<file path="config.mk">
export PLATFORM = sky130hd
export DESIGN_NAME = ps2_keyboard_rx
export DESIGN_NICKNAME = d
export VERILOG_FILES = /design/src/rtl/ps2_keyboard_rx.sv
export SDC_FILE = /design/constraint.sdc
export NUM_CORES = 1
export LEC_CHECK = 0
export BUFFER_PORTS_ARGS = -buffer_cell sky130_fd_sc_hd__buf_2
export CORE_ASPECT_RATIO = 1.5
export CORE_MARGIN = 2
export CORE_UTILIZATION = 60
export CTS_CLUSTER_SIZE = 24
export DETAILED_ROUTE_END_ITERATION = 6
export PLACE_DENSITY_LB_ADDON = 0.25
export SLEW_MARGIN = 15
export SYNTH_ARGS = -nofsm -noshare
export SYNTH_HDL_FRONTEND = slang
export SYNTH_SLANG_ARGS = --single-unit
</file>
<file path="constraint.sdc">
create_clock -name clk -period 3.75 [get_ports clk]
set_clock_uncertainty 0.15 [all_clocks]
set_input_delay 0.5625 -clock clk [delete_from_list [all_inputs] [get_ports clk]]
set_output_delay 0.5625 -clock clk [all_outputs]
set_load 0.1 [all_outputs]
</file>
<file path="src/rtl/ps2_keyboard_rx.sv">
// PS/2 keyboard receiver: conditions the raw pins, deserialises 11-bit frames,
// drops break sequences, tags E0-extended codes and queues make codes for MMIO reads.
module ps2_keyboard_rx #(
    parameter int FIFO_DEPTH     = 4,
    parameter int FILTER_LEN     = 4,
    parameter int TIMEOUT_CYCLES = 50000
) (
    input  logic                          clk,
    input  logic                          rst,
    input  logic                          ps2_clk,
    input  logic                          ps2_data,
    input  logic                          key_rd,
    output logic [7:0]                    key_data,
    output logic                          key_ext,
    output logic                          key_valid,
    output logic [$clog2(FIFO_DEPTH):0]   fifo_count,
    output logic                          frame_err,
    output logic                          overflow,
    input  logic                          err_clr
);
    localparam int AW = $clog2(FIFO_DEPTH);
    localparam int FW = $clog2(FILTER_LEN + 1);
    localparam int TW = $clog2(TIMEOUT_CYCLES + 1);
    localparam logic [FW-1:0] FILT_LAST = FW'(FILTER_LEN - 1);
    localparam logic [TW-1:0] TO_LAST   = TW'(TIMEOUT_CYCLES - 1);
    localparam logic [AW:0]   CNT_FULL  = (AW + 1)'(FIFO_DEPTH);

    typedef enum logic [1:0] {ST_IDLE, ST_DATA, ST_PARITY, ST_STOP} state_t;

    logic          clk_s1, clk_s2, dat_s1, dat_s2;
    logic          fclk, fclk_d;
    logic [FW-1:0] filt_cnt;
    state_t        state;
    logic [2:0]    bit_cnt;
    logic [7:0]    sh;
    logic          par;
    logic [TW-1:0] to_cnt;
    logic          byte_ok;
    logic [7:0]    rx_byte;
    logic          brk, ext;

    logic          strobe, stop_bad, timeout_hit, err_event;
    logic          push_req, do_push, do_pop, full, ovf_event;

    logic [8:0]    mem [FIFO_DEPTH];
    logic [AW-1:0] wr_ptr, rd_ptr;

    assign strobe      = fclk_d & ~fclk;
    assign stop_bad    = strobe && (state == ST_STOP) && !(dat_s2 && (^{sh, par}));
    assign timeout_hit = (state != ST_IDLE) && !strobe && (to_cnt == TO_LAST);
    assign err_event   = stop_bad | timeout_hit;

    always_ff @(posedge clk) begin
        if (rst) begin
            clk_s1    <= 1'b1;
            clk_s2    <= 1'b1;
            dat_s1    <= 1'b1;
            dat_s2    <= 1'b1;
            fclk      <= 1'b1;
            fclk_d    <= 1'b1;
            filt_cnt  <= '0;
            state     <= ST_IDLE;
            bit_cnt   <= '0;
            sh        <= '0;
            par       <= 1'b0;
            to_cnt    <= '0;
            byte_ok   <= 1'b0;
            rx_byte   <= '0;
            brk       <= 1'b0;
            ext       <= 1'b0;
            frame_err <= 1'b0;
        end else begin
            clk_s1 <= ps2_clk;
            clk_s2 <= clk_s1;
            dat_s1 <= ps2_data;
            dat_s2 <= dat_s1;
            fclk_d <= fclk;

            // Glitch filter: fclk follows only a run of FILTER_LEN differing samples.
            if (clk_s2 != fclk) begin
                if (filt_cnt == FILT_LAST) begin
                    fclk     <= clk_s2;
                    filt_cnt <= '0;
                end else begin
                    filt_cnt <= filt_cnt + 1'b1;
                end
            end else begin
                filt_cnt <= '0;
            end

            byte_ok <= 1'b0;
            if (state == ST_IDLE) begin
                to_cnt <= '0;
                if (strobe && !dat_s2) begin
                    state   <= ST_DATA;
                    bit_cnt <= '0;
                end
            end else if (strobe) begin
                to_cnt <= '0;
                case (state)
                    ST_DATA: begin
                        sh      <= {dat_s2, sh[7:1]};
                        bit_cnt <= bit_cnt + 1'b1;
                        if (bit_cnt == 3'd7) state <= ST_PARITY;
                    end
                    ST_PARITY: begin
                        par   <= dat_s2;
                        state <= ST_STOP;
                    end
                    ST_STOP: begin
                        if (dat_s2 && (^{sh, par})) begin
                            byte_ok <= 1'b1;
                            rx_byte <= sh;
                        end
                        state <= ST_IDLE;
                    end
                    default: state <= ST_IDLE;
                endcase
            end else if (to_cnt == TO_LAST) begin
                state   <= ST_IDLE;
                sh      <= '0;
                bit_cnt <= '0;
                to_cnt  <= '0;
            end else begin
                to_cnt <= to_cnt + 1'b1;
            end

            if (byte_ok) begin
                if (rx_byte == 8'hE0) begin
                    ext <= 1'b1;
                end else if (rx_byte == 8'hF0) begin
                    brk <= 1'b1;
                end else if (brk) begin
                    brk <= 1'b0;
                    ext <= 1'b0;
                end else begin
                    ext <= 1'b0;
                end
            end
            // A broken frame leaves any prefix meaningless, so forget it.
            if (err_event) begin
                brk <= 1'b0;
                ext <= 1'b0;
            end

            if (err_event)    frame_err <= 1'b1;
            else if (err_clr) frame_err <= 1'b0;
        end
    end

    // Read handshake: key_valid means the head entry is presented on key_data/key_ext;
    // a key_rd pulse while key_valid is high consumes it, key_rd while empty is ignored.
    assign push_req  = byte_ok && !brk && (rx_byte != 8'hE0) && (rx_byte != 8'hF0);
    assign do_pop    = key_rd && (fifo_count != '0);
    assign full      = (fifo_count == CNT_FULL);
    assign do_push   = push_req && (!full || do_pop);
    assign ovf_event = push_req && full && !do_pop;

    always_ff @(posedge clk) begin
        if (rst) begin
            for (int i = 0; i < FIFO_DEPTH; i++) mem[i] <= '0;
            wr_ptr     <= '0;
            rd_ptr     <= '0;
            fifo_count <= '0;
            overflow   <= 1'b0;
        end else begin
            if (do_push) begin
                mem[wr_ptr] <= {ext, rx_byte};
                wr_ptr      <= wr_ptr + 1'b1;
            end
            if (do_pop) rd_ptr <= rd_ptr + 1'b1;
            case ({do_push, do_pop})
                2'b10:   fifo_count <= fifo_count + 1'b1;
                2'b01:   fifo_count <= fifo_count - 1'b1;
                default: fifo_count <= fifo_count;
            endcase
            if (ovf_event)    overflow <= 1'b1;
            else if (err_clr) overflow <= 1'b0;
        end
    end

    assign key_data  = mem[rd_ptr][7:0];
    assign key_ext   = mem[rd_ptr][8];
    assign key_valid = (fifo_count != '0);

endmodule

</file>
==> out/metrics.yaml, run 1 <==
grt:
  antenna_found_initial: 0
  grt_max_degree: 32
  grt_pass1_wl_mm: 12.2
  grt_usage_pct: 20.9
  grt_pass1_vias: 2750
  grt_overflow: 0
floorplanning:
  start_util_pct: 61.5
  ios: 21
  die_x_um: 72.4
  core_area_um2: 6850
  die_height_um: 107
  row_count: 37
  dieArea_um2: 7720
sta:
  drv_slew: 0
  fin_tns_setup_ns: 0
  setup_ws_ns: 0.892
  fmax_mhz: 350
  setup_viol: 0
  slew_headroom_pct: 29.9
  layout_min_cycle_time_ns: 2.86
  timing.hold.ws_ns: 0.225
  period_share_pct: 76.2
  hold_viol: 0
  tightest_slew_ns: 1.05
  rsz0062_at_grt: "false"
worst_setup_path:
  r2r-start: "rx_byte[7]$_SDFFE_PP0P_"
  cpPeakStageDelay_ns: 0.53
  reg2reg_depth: 9
  worst_path_max_delay_cell: "or4_1"
  worstSetupEndpoint: "fifo_count[2]$_SDFFE_PP0P_"
  required_ns: 3.90
  start_kind: "flip-flop"
  crit_path_end_kind: "flip-flop"
  crit_fanout: 7
  crit_chain: "nand4b_1, or4_1, nand3_1, ha_1, inv_1, fa_1, xor2_1, or3_1, a21oi_1"
  r2r-end: "fifo_count[2]$_SDFFE_PP0P_"
  startpoint: "rx_byte[7]$_SDFFE_PP0P_"
  r2r_slack_ns: 0.89
  cp.arrival_ns: 3.01
  critPathKind: "reg2reg"
placement:
  pre_cts_slack_ns: 0.662
  place_inst: 469
  io_buffers: 20
  placed_area_um2: 4400
  dpl.hpwl_mm: 5.33
  globalplace.congestion: 0.762
synthesis:
  ys_ff_latch: 97
  synth_enable_flop_cells: 36
  synth.area.top_cells: "dfxtp_1 29%, edfxtp_1 26%, and2_1 5.2%, mux4_2 4.8%, nor2_1 4.4%"
  synth_commonest_cells: "61 x dfxtp_1, 49 x nor2_1, 36 x edfxtp_1"
  synth.net_count: 395
  netlist-cell-type-count: 50
  synth_area_um2: 4210
  synth_area_per_cell_um2: 11.1
  async_reset_ff_share_pct: 0
  synthCells: 378
  synth_flop_cell: "dfxtp_1"
  ys_seq_area_share_pct: 54.7
  netlist.top_cell.by_area: "dfxtp_1"
  synth_most_common_cell: "dfxtp_1"
  ys_warn_count: 0
  yosysTopAreaCellShare_pct: 29.0
layout:
  multi_input_comb_area_um2: 1810
  drive_gt1_share_pct: 14.7
  area_growth_syn_to_layout_pct: 9.18
  diodes: 0
  finalNetCount: 419
  finalNonFillerCells: 485
  final_area_um2: 4600
  seq_area_um2: 2300
  fill_cells: 553
routing:
  vias: 2692
  vias_per_cell: 5.55
  drtIter0Drc: 160
  drcViolationCount: 0
  ant_nets: 0
  wire_per_inst_um: 15.2
  drt-pass1-iter-count: 4
  drt_wl_total_mm: 7.37
clock_network:
  clock_latency_ns: 0.37
  path_clk_slew_ns: 0.09
  htreeDepth: 3
  cts_resized: 0
  clock-sinks: 97
  cts_setup_buffers: 0
  cts_max_path_buffers: 2
  cts_tree: "built"
  cts-root-buf: "clkbuf_8"
  numCtsBuffers: 9
  ctsHoldBuffers: 0
run:
  max-cap-violations: 0
outcome:
  outcome: "finished clean"
pwr:
  p_leak_nw: 1.68
  power_density_nw_per_um2: 401
  vdd_drop_max_mv: 0.271
min_path:
  min_path_type: "in2reg"
==> layout by cell type, fill, tap and decap left out, types with 3 or more instances in the layout <==
master,synthesis,routed
clkbuf_8,0,10
inv_1,14,14
nand4_1,4,4
mux4_2,9,9
or2_2,6,6
nand3_1,17,17
buf_4,0,5
nor4_1,3,3
a21oi_1,17,17
and2_1,35,35
nor2_1,49,49
xnor2_1,12,12
nor2b_1,5,5
dfxtp_1,61,61
ha_1,10,10
nand2_1,18,18
or3_1,3,3
mux2i_1,8,8
nor3_1,5,5
edfxtp_1,36,36
a21o_1,3,3
buf_2,0,20
xor2_1,13,13
==> layout make-up <==
cell class              count  share of cell area [%]
well taps                  78                    2.12
flip-flops and latches     97                    50.1
repair buffers             25                    2.99
multi-input cells         255                    39.4
clock inverters             5                    1.20
clock buffers              11                    3.07
inverters                  14                    1.14
==> per-layer routing <==
layer	up-vias	wire length, um	track usage (%)
li1	1365	-	-
met1	1271	2920	21.4
met2	41	4020	38.1
met3	15	172	4.32
met4	0	262	11.9
met5	-	0	0
==> logic make-up after synthesis <==
logic type | synth area share [%]
compound gates | 5.62
buf+inv | 2.32
fa+ha+maj | 3.45
mux | 7.25
simple gates | 20.4
flops | 54.7
xor+xnor | 6.30
==> registers in the layout, summed over array words and instances, names as in the netlist, 3 cells and up, named ones only <==
name and cells:
sh 8, bit_cnt 3, to_cnt 16, rx_byte 8, mem 36, filt_cnt 3
fifo_count 3
==> worst min path at each step <==
stage,startpoint,endpoint,slack (ns),cells past startpoint
floorplan,clk_s1$_SDFF_PP1_,clk_s2$_SDFF_PP1_,0.24,1
global placement,dat_s1$_SDFF_PP1_,dat_s2$_SDFF_PP1_,0.24,1
detailed placement,dat_s1$_SDFF_PP1_,dat_s2$_SDFF_PP1_,0.24,1
CTS,ps2_data,dat_s1$_SDFF_PP1_,0.20,2
global route,ps2_clk,clk_s1$_SDFF_PP1_,0.22,2
finish,ps2_data,dat_s1$_SDFF_PP1_,0.23,2
==> critical path: cells and delay by family (launching register included) <==
| kind | cells | cell delay, ns |
|---|---|---|
| DFF | 1 | 0.42 |
| buffers and inverters | 1 | 0.06 |
| xor gates and xnor gates | 1 | 0.16 |
| AOI/OAI and AO/OA | 1 | 0.14 |
| adders and majority gates | 2 | 0.61 |
| and+or+nand+nor | 4 | 1.26 |
==> through the flow <==
stage / power [mW] / util [%]
after detailed placement: 1.19 / 64.2
final: 1.84 / 67.1
after CTS: 1.85 / 67.1
after global routing: 1.90 / 67.1
after global placement: 1.19 / 64.2
after floorplan: 1.18 / -
==> report_power, final <==
group	internal, mW	switching, mW
logic	0.0128	0.0474
clock network	0.324	0.350
registers	1.10	0.00462
No activity file was read; power rests on OpenSTA's default activity.
==> inputs of run 2 (changes only) <==
--- a/config.mk
+++ b/config.mk
@@ -5,6 +5,7 @@
 export SDC_FILE = /design/constraint.sdc
 export NUM_CORES = 1
 export LEC_CHECK = 0
+export ABC_AREA = 1
 export BUFFER_PORTS_ARGS = -buffer_cell sky130_fd_sc_hd__buf_2
 export CORE_ASPECT_RATIO = 1.5
 export CORE_MARGIN = 2
==> constraint.sdc (replaced) <==
create_clock -name clk -period 2.95 [get_ports clk]
set_clock_uncertainty 0.15 [all_clocks]
set_input_delay 0.4425 -clock clk [delete_from_list [all_inputs] [get_ports clk]]
set_output_delay 0.4425 -clock clk [all_outputs]
set_load 0.1 [all_outputs]
==> run 2 against run 1 <==
Compared with the run above:
- worst setup slack got worse by 0.52 ns
- largest cell class unchanged
- synthesized cell count increased by 40%
- total power grew 32%
- highest routed layer unchanged
- final cell count is 36% higher
- non-clock buffer count shrank 2
- die area up 4.2%
- register-to-register slack worse by 0.45 ns
- critical path depth down 4
==> out/metrics.yaml, run 2 <==
outcome:
  outcome: "finished clean"
floorplanning:
  die_x_um: 73.9
  start_util_pct: 61.2
  row_count: 38
  dieArea_um2: 8040
  core_area_um2: 7180
  die_height_um: 109
  ios: 21
clock_network:
  clock-sinks: 97
  cts_max_path_buffers: 2
  htreeDepth: 3
  path_clk_slew_ns: 0.09
  ctsHoldBuffers: 0
  cts-root-buf: "clkbuf_8"
  clock_latency_ns: 0.37
  numCtsBuffers: 9
  cts_tree: "built"
  cts_resized: 0
  cts_setup_buffers: 0
worst_setup_path:
  crit_family: "buffers and inverters"
  crit_path_end_kind: "primary output"
  cpPeakStageDelay_ns: 0.44
  start_kind: "flip-flop"
  crit_fanout: 19
  crit_chain: "buf_4, inv_1, o21ai_0, o22ai_2, buf_2"
  required_ns: 2.36
  r2r_slack_ns: 0.44
  r2r-start: "rx_byte[0]$_SDFFE_PP0P_"
  r2r-end: "fifo_count[2]$_SDFFE_PP0P_"
  crit_buf_inv: 3
  cp.arrival_ns: 1.98
  critPathKind: "reg2out"
  reg2reg_depth: 10
  worst_path_max_delay_cell: "buf_2"
routing:
  drt-pass1-iter-count: 4
  vias: 3414
  ant_nets: 0
  wire_per_inst_um: 12.5
  vias_per_cell: 5.19
  drcViolationCount: 0
  drtIter0Drc: 282
  drt_wl_total_mm: 8.25
min_path:
  min_path_type: "in2reg"
  worstHoldEndpoint: "dat_s1$_SDFF_PP1_"
  whs_path_depth: 2
  min_from: "ps2_data"
placement:
  io_buffers: 20
  pre_cts_slack_ns: 0.442
  dpl.hpwl_mm: 6.02
  globalplace.congestion: 0.874
grt:
  antenna_found_initial: 0
  grt_overflow: 0
  grt_pass1_vias: 3288
  grt_max_degree: 20
  grt_usage_pct: 22.3
  grt_pass1_wl_mm: 13.9
run:
  max-cap-violations: 0
layout:
  multi_input_comb_area_um2: 1860
  largest_register_ffs: 36
  fill_cells: 587
  largest-register: "mem"
  seq_area_um2: 2310
  finalNetCount: 570
  fin_util_pct: 67.4
  top_regs: "mem: 36 flops, to_cnt: 16 flops"
  drive_gt1_share_pct: 13.4
  diodes: 0
  layout_commonest_cell: "nor2_1"
  area_growth_syn_to_layout_pct: 10.1
  mostFrequentLayoutCells: "124 x nor2_1, 88 x nand2_1, 58 x inv_1, 58 x dfxtp_1, 43 x o21ai_0"
pwr:
  vdd_drop_max_mv: 0.346
  sw_frac_of_total_pct: 23.3
  seq_power_share_pct: 58.9
  power.net_switching_uw: 566
  p_leak_nw: 1.86
  p_comb_share_pct: 5.1
  power_density_nw_per_um2: 502
  p_int_mw: 1.86
  clkPwrFrac_pct: 36.0
  total_power_mw: 2.43
synthesis:
  ys_seq_area_share_pct: 52.4
  netlist-cell-type-count: 37
  synthCells: 531
  synth.net_count: 548
  synth_enable_flop_cells: 36
  synth_commonest_cells: "124 x nor2_1, 89 x nand2_1, 61 x dfxtp_1"
  netlist.top_cell.by_area: "dfxtp_1"
  yosysTopAreaCellShare_pct: 27.8
  synth_most_common_cell: "nor2_1"
  ys_ff_latch: 97
  synth_area_um2: 4400
  synth.area.top_cells: "dfxtp_1 28%, edfxtp_1 25%, nor2_1 11%, nand2_1 7.6%, inv_1 5.0%"
  ys_warn_count: 0
  synth_flop_cell: "dfxtp_1"
  synth_area_per_cell_um2: 8.28
  async_reset_ff_share_pct: 0
sta:
  rsz0062_at_grt: "false"
  slew_headroom_pct: 63.9
  drv_slew: 0
  tightest_slew_ns: 0.541
  period_share_pct: 87.3
  hold_viol: 0
  layout_min_cycle_time_ns: 2.58
  fmax_mhz: 388
  setup_viol: 0
  setup_ws_ns: 0.375
  fin_tns_setup_ns: 0
run 2: final cells by class:
cell class | instances | share of cell area (%)
tap | 100 | 2.59
multi-input combinational | 363 | 38.4
timing repair buffer | 23 | 2.53
sequential | 97 | 47.6
clock inverter | 6 | 1.40
inverter | 59 | 4.58
clock buffer | 10 | 2.84
run 2: how the worst max path moves through the flow:
stage | start | end | cells after the start
2_1_floorplan | fifo_count[0]$_SDFFE_PP0P_ | fifo_count[2]$_SDFFE_PP0P_ | 12
3_3_place_gp | rx_byte[0]$_SDFFE_PP0P_ | fifo_count[2]$_SDFFE_PP0P_ | 10
3_5_place_dp | rx_byte[0]$_SDFFE_PP0P_ | fifo_count[2]$_SDFFE_PP0P_ | 10
4_1_cts | flip-flop | key_data[5] | 5
5_1_grt | rx_byte[0]$_SDFFE_PP0P_ | fifo_count[2]$_SDFFE_PP0P_ | 10
6_report | flip-flop | key_data[5] | 5
run 2: layer usage:
layer  global-route usage (%)  vias up  wire length, um
li1                         -     1759                -
met1                     22.1     1594             3290
met2                     43.6       46             4600
met3                     2.50       15              158
met4                     11.6        0              201
met5                        0        -                0
run 2: power groups by stage:
| stage | registers (mW) | clock network (mW) | logic, mW |
|---|---|---|---|
| 6_report | 1.43 | 0.873 | 0.124 |
| 5_1_grt | 1.43 | 0.927 | 0.137 |
| 4_1_cts | 1.43 | 0.888 | 0.125 |
| 3_5_place_dp | 1.46 | 0 | 0.125 |
| 3_3_place_gp | 1.46 | 0 | 0.122 |
| 2_1_floorplan | 1.46 | 0 | 0.103 |
run 2: metrics by stage:
| stage | hold WS, ns | cell area, um2 | instances |
|---|---|---|---|
| after floorplan | 0.239 | 4460 | 531 |
| after global placement | 0.244 | 4630 | 642 |
| after detailed placement | 0.251 | 4630 | 642 |
| after CTS | 0.0927 | 4840 | 658 |
| after global routing | 0.119 | 4840 | 658 |
| final | 0.103 | 4840 | 658 |
run 2: cells by family after synthesis:
logic type	Yosys count	synth area share [%]
flops	97	52.4
xor+xnor	8	1.59
compound gates	77	9.59
simple gates	267	26.4
fa+ha+maj	11	3.30
buf+inv	71	6.77
